**src/rtl/switch_conf_sequencer_pkg.sv**
```systemverilog
// Shared definitions for the switch configuration sequencer: conf opcodes
// issued by the upstream reader and default datapath widths.
package switch_conf_sequencer_pkg;

    localparam int unsigned THREAD_WIDTH_DEF = 3;
    localparam int unsigned CONF_WIDTH_DEF   = 24;

    typedef enum logic [3:0] {
        SET_NET_PC_MAX  = 4'd8,
        SET_NET_PC_LOOP = 4'd9,
        NET_SWITCH      = 4'd10
    } conf_op_e;

endpackage

```
**src/rtl/switch_conf_mem.sv**
```systemverilog
// Simple dual-port conf store: one write port, one registered read port.
// A same-address read and write returns the previous word.
module switch_conf_mem
    import switch_conf_sequencer_pkg::*;
#(
    parameter int unsigned DEPTH_WIDTH = 4,
    parameter int unsigned DATA_WIDTH  = CONF_WIDTH_DEF
) (
    input  logic                   clk,
    input  logic                   rst,
    input  logic                   we_i,
    input  logic [DEPTH_WIDTH-1:0] waddr_i,
    input  logic [DATA_WIDTH-1:0]  wdata_i,
    input  logic                   re_i,
    input  logic [DEPTH_WIDTH-1:0] raddr_i,
    output logic [DATA_WIDTH-1:0]  rdata_o
);

    logic [DATA_WIDTH-1:0] mem_q [2**DEPTH_WIDTH];
    logic [DATA_WIDTH-1:0] rdata_q;

    // Storage array deliberately has no reset so it maps onto RAM.
    always_ff @(posedge clk) begin
        if (we_i) begin
            mem_q[waddr_i] <= wdata_i;
        end
    end

    always_ff @(posedge clk or posedge rst) begin
        if (rst) begin
            rdata_q <= '0;
        end else if (re_i) begin
            rdata_q <= mem_q[raddr_i];
        end
    end

    assign rdata_o = rdata_q;

endmodule

```
**src/rtl/switch_conf_sequencer.sv**
```systemverilog
// Round-robin per-thread switch configuration sequencer: each enabled cycle
// visits one thread, emits its current conf word and steps its looping PC.
module switch_conf_sequencer
    import switch_conf_sequencer_pkg::*;
#(
    parameter int unsigned NUM_THREADS  = 8,
    parameter int unsigned THREAD_WIDTH = THREAD_WIDTH_DEF,
    parameter int unsigned ADDR_WIDTH   = 1,
    parameter int unsigned CONF_WIDTH   = CONF_WIDTH_DEF
) (
    input  logic                    clk,
    input  logic                    rst,
    input  logic [ADDR_WIDTH-1:0]   pc_max,
    input  logic                    pc_max_we,
    input  logic [ADDR_WIDTH-1:0]   pc_loop,
    input  logic                    pc_loop_we,
    input  logic [THREAD_WIDTH-1:0] thread_id,
    input  logic                    net_mem_we,
    input  logic [ADDR_WIDTH-1:0]   net_mem_waddr,
    input  logic [CONF_WIDTH-1:0]   net_mem_data,
    input  logic                    restart,
    input  logic                    en,
    output logic [CONF_WIDTH-1:0]   conf_out,
    output logic [THREAD_WIDTH-1:0] conf_thread,
    output logic                    conf_valid
);

    localparam int unsigned MEM_AW = THREAD_WIDTH + ADDR_WIDTH;

    logic [ADDR_WIDTH-1:0]   pc_q      [NUM_THREADS];
    logic [ADDR_WIDTH-1:0]   pc_max_q  [NUM_THREADS];
    logic [ADDR_WIDTH-1:0]   pc_loop_q [NUM_THREADS];
    logic [THREAD_WIDTH-1:0] tp_q, tp_d;
    logic [THREAD_WIDTH-1:0] thread_q;
    logic                    valid_q;
    logic                    advance;
    logic [ADDR_WIDTH-1:0]   pc_cur, pc_d;

    // Loop window test uses equality only, so pc_loop > pc_max wraps around.
    always_comb begin
        advance = en && !restart;
        pc_cur  = pc_q[tp_q];
        pc_d    = (pc_cur == pc_max_q[tp_q]) ? pc_loop_q[tp_q] : pc_cur + ADDR_WIDTH'(1);
        tp_d    = tp_q + THREAD_WIDTH'(1);
    end

    always_ff @(posedge clk or posedge rst) begin
        if (rst) begin
            for (int unsigned i = 0; i < NUM_THREADS; i++) begin
                pc_q[i]      <= '0;
                pc_max_q[i]  <= '0;
                pc_loop_q[i] <= '0;
            end
            tp_q     <= '0;
            thread_q <= '0;
            valid_q  <= 1'b0;
        end else begin
            if (pc_max_we) begin
                pc_max_q[thread_id] <= pc_max;
            end
            if (pc_loop_we) begin
                pc_loop_q[thread_id] <= pc_loop;
            end
            valid_q <= advance;
            if (restart) begin
                for (int unsigned i = 0; i < NUM_THREADS; i++) begin
                    pc_q[i] <= '0;
                end
                tp_q <= '0;
            end else if (en) begin
                pc_q[tp_q] <= pc_d;
                tp_q       <= tp_d;
                thread_q   <= tp_q;
            end
        end
    end

    switch_conf_mem #(
        .DEPTH_WIDTH (MEM_AW),
        .DATA_WIDTH  (CONF_WIDTH)
    ) u_mem (
        .clk     (clk),
        .rst     (rst),
        .we_i    (net_mem_we),
        .waddr_i ({thread_id, net_mem_waddr}),
        .wdata_i (net_mem_data),
        .re_i    (advance),
        .raddr_i ({tp_q, pc_cur}),
        .rdata_o (conf_out)
    );

    assign conf_thread = thread_q;
    assign conf_valid  = valid_q;

endmodule

```
**config.mk**
```make
export PLATFORM = sky130hd
export DESIGN_NAME = switch_conf_sequencer
export DESIGN_NICKNAME = d
export VERILOG_FILES = /design/src/rtl/switch_conf_sequencer_pkg.sv /design/src/rtl/switch_conf_mem.sv /design/src/rtl/switch_conf_sequencer.sv
export SDC_FILE = /design/constraint.sdc
export NUM_CORES = 1
export LEC_CHECK = 0
export CORE_AREA = 2 2 173 175
export CTS_CLUSTER_DIAMETER = 80
export DETAILED_ROUTE_END_ITERATION = 10
export DIE_AREA = 0 0 175 177
export GPL_TIMING_DRIVEN = 0
export HOLD_SLACK_MARGIN = 0.1
export PLACE_DENSITY_LB_ADDON = 0.15
export SYNTH_ARGS = -nofsm -noshare
export SYNTH_HDL_FRONTEND = slang
export SYNTH_SLANG_ARGS = --single-unit
```
**constraint.sdc**
```tcl
create_clock -name clk -period 2.6 [get_ports clk]
set_input_delay 0.39 -clock clk [delete_from_list [all_inputs] [get_ports clk]]
set_output_delay 0.39 -clock clk [all_outputs]
set_load 0.02 [all_outputs]
```
==> impl_metrics.csv, run 1 <==
group,metric,value,unit
sta,period_share,99.1,%
cts,cts-htree-levels,2,
drt,ant_nets,0,
synth,yosysSeqAreaShare,74.7,%
cts,cts_buffers,44,
run_status,status,"complete, no violations",
cts,clock-sinks,439,
drt,avgRoutedWirePerCell,30.2,um
cts,holdBufCountCts,0,
cells_and_area,drive_above_1_share,21.8,%
cells_and_area,multiInputGateArea,4500,sq um
global_route,grt_max_degree,56,
cts,cts-root-buf,"clkbuf_16",
drt,drt_iter0_markers,1421,
synth,netlist_instances,1034,
die,dieArea,31000,sq um
setup_path,start_kind,"flip-flop",
setup_path,critPathCaptureType,"flip-flop",
setup_path,arrival,3000,ps
power_and_ir_drop,irDropWorstVdd,0.000553,V
synth,synth_edf_count,384,
drt,wl,48100,um
cells_and_area,finish.utilization,71.0,%
placed_design,io_buffers,64,
die,core,29200,sq um
sta,layout_min_cycle_time,2580,ps
die,io_pins,65,
sta,skew,17.0,ps
global_route,antenna_found_initial,0,
cts,cts_buffer_depth,3,
sta,holdWs,385,ps
flow_run,maxCapViolations,0,
synth,ys_warn_count,0,
synth,synthArstFlopShare,12.5,%
die,die_w,175,um
sta,tightest_slew,1050,ps
global_route,grt_pass1_wl,69000,um
drt,vias,10600,
power_and_ir_drop,powerDensity,782,nW/um^2
cells_and_area,final_common_cell,"edfxtp_1",
drt,dr.pass1.iters,7,
synth,ys_ff_latch,439,
sta,grt_setup_unrepaired,"true",
sta,fmax,0.388,GHz
cells_and_area,antennaDiodeCount,0,
die,initial_utilization,59.1,%
cts,clk_pin_slew,60,ps
setup_path,cp_max_fo,10,
drt,routed_via_density,6.69,
global_route,grt_use_total,31.4,%
cts,cts_tree,"done",
synth,syn-mean-instance-area,16.7,sq um
setup_path,crit_required,3030,ps
min_path,hold_path_class,"in2async",
synth,synth_cell_types,62,
die,rows,63,
die,die_h,177,um
global_route,grt_pass1_vias,10400,
cells_and_area,areaGrowthSynthToFinish,20.2,%
placed_design,place_congestion,0.856,
sta,slew_headroom,30.0,%
sta,setup_viol,0,
setup_path,worstSetupPathType,"reg2reg",
sta,maxSlewViolCount,0,
power_and_ir_drop,leakagePower,0.00672,uW
cells_and_area,seq_area,12900,sq um
synth,syn_nets,1072,
global_route,grt_overflow,0,
drt,drc,0,
synth,synthFlopType,"edfxtp_1",
cells_and_area,layout_common_cells,"edfxtp_1, clkdlybuf4s50_1, mux2i_1, dfrtp_1, mux2_2",
cts,clock_latency,550,ps
cells_and_area,fillers,1826,
sta,timing.final.hold_violations,0,
cells_and_area,fin_nets,1207,
synth,synth_area,17300,sq um
placed_design,post-dp-hpwl,29900,um
==> synthesized netlist by cell type (all sizes together) (3+ instances only) <==
| library cell | n | area [sq um] |
|---|---|---|
| nor2b | 7 | 43.8 |
| or2 | 6 | 37.5 |
| buf | 27 | 173 |
| o311ai | 5 | 43.8 |
| dfrtp | 55 | 1380 |
| mux2i | 58 | 597 |
| o221ai | 11 | 96.3 |
| nand2 | 41 | 161 |
| mux2 | 54 | 608 |
| mux4 | 17 | 383 |
| a21oi | 32 | 160 |
| a221oi | 22 | 193 |
| a2111oi | 11 | 115 |
| nor2 | 67 | 254 |
| o22ai | 9 | 56.3 |
| a22o | 7 | 61.3 |
| o21ai | 35 | 175 |
| a31oi | 16 | 100 |
| inv | 3 | 11.3 |
| o211ai | 6 | 45.0 |
| a211oi | 9 | 67.6 |
| and3 | 3 | 18.8 |
| o22a | 10 | 88.8 |
| nand2b | 10 | 62.6 |
| nand3 | 26 | 130 |
| o32a | 8 | 80.1 |
| nand3b | 11 | 82.6 |
| and2 | 7 | 43.8 |
| nor3 | 8 | 40.0 |
| edfxtp | 384 | 11500 |
| clkbuf | 29 | 109 |
| a22oi | 19 | 143 |
==> path summary, 6_finish.rpt <==
path / start / endpoint / slack [ps] / cells past startpoint
max: tp_q[1]$_DFFE_PP0P_ / u_mem.rdata_o[15]$_DFFE_PP0P_ / 20 / 8
min: rst / u_mem.rdata_o[17]$_DFFE_PP0P_ / 380 / 2
max reg2reg: tp_q[1]$_DFFE_PP0P_ / u_mem.rdata_o[15]$_DFFE_PP0P_ / 20 / 8
min reg2reg: conf_thread[2]$_DFFE_PP0P_ / conf_thread[2]$_DFFE_PP0P_ / 480 / 2
max in group asynchronous: rst / tp_q[0]$_DFFE_PP0P_ / 1620 / 2
min in group clk: conf_thread[2]$_DFFE_PP0P_ / conf_thread[2]$_DFFE_PP0P_ / 480 / 2
==> routing by layer <==
| layer | global-route usage, % | wire (um) | share of wire (%) | up-vias |
|---|---|---|---|---|
| li1 | - | - | - | 4410 |
| met5 | 0 | 0 | 0 | - |
| met1 | 44.1 | 18700 | 39 | 5391 |
| met2 | 49.5 | 22400 | 46 | 682 |
| met3 | 5.26 | 4760 | 9.9 | 161 |
| met4 | 13.2 | 2240 | 4.7 | 0 |
==> worst max-delay path, cell delays in order, from the launching register on <==
cell	delay, ps
dfrtp_1	390
buf_4	190
nand2b_4	210
o22a_4	270
nand2_8	90
buf_6	170
mux4_2	500
a211o_1	350
o32a_1	290
==> flip-flops by register name, summed over array words and instances, names as in the netlist <==
register / flops
conf_thread: 3
u_mem.rdata_o: 24
conf_valid: 1
pc_loop_q: 8
pc_q: 8
pc_max_q: 8
u_mem.mem_q: 384
tp_q: 3
==> layout make-up <==
class,count,area share (%)
Clock inverter,16,0.813
Inverter,4,0.0843
Multi-Input combinational cell,535,21.7
Timing Repair Buffer,90,5.26
Buffer,55,1.89
Tap cell,390,2.35
Sequential cell,439,62.1
Clock buffer,62,5.82
==> logic make-up after synthesis <==
family	synth area share, %
buffers and inverters	1.72
adders and majority gates	0.130
and+or+nand+nor	5.15
AOI/OAI and AO/OA	9.06
xor gates and xnor gates	0.101
muxes	9.18
DFF	74.7
==> repair_timing <==
action	in CTS	in global routing
setup endpoints to repair	32	31
resized for setup	78	43
pin swaps	6	0
buffers inserted	10	0
==> where the power goes <==
group | switching [uW] | internal, uW
sequential | 133 | 7950
combinational | 1190 | 859
clock | 2580 | 3540
total | 3900 | 12300
==> metrics by stage <==
| step | power (uW) | instance area, sq um | TNS, ps | cells | setup slack, ps |
|---|---|---|---|---|---|
| finish | 16300 | 20800 | 0 | 1591 | 24.7 |
| global route | 16700 | 20800 | -41.7 | 1591 | -41.7 |
| CTS | 16200 | 20600 | 0 | 1592 | 2.64 |
| detailed placement | 10100 | 18900 | -17850 | 1504 | -878 |
| global placement | 10000 | 18400 | -655680 | 1488 | -1820 |
| floorplan | 9250 | 17300 | 0 | 1034 | 222 |
(Power assumes the default switching activity.)
==> run 2: changes to the inputs <==
--- a/config.mk
+++ b/config.mk
@@ -10,7 +10,7 @@
 export DETAILED_ROUTE_END_ITERATION = 10
 export DIE_AREA = 0 0 175 177
 export GPL_TIMING_DRIVEN = 0
-export HOLD_SLACK_MARGIN = 0.1
+export HOLD_SLACK_MARGIN = 0.15
 export PLACE_DENSITY_LB_ADDON = 0.15
 export SYNTH_ARGS = -nofsm -noshare
 export SYNTH_HDL_FRONTEND = slang
==> results of run 2 <==
The final DEF is identical to that of run 1; final timing and power are the same.
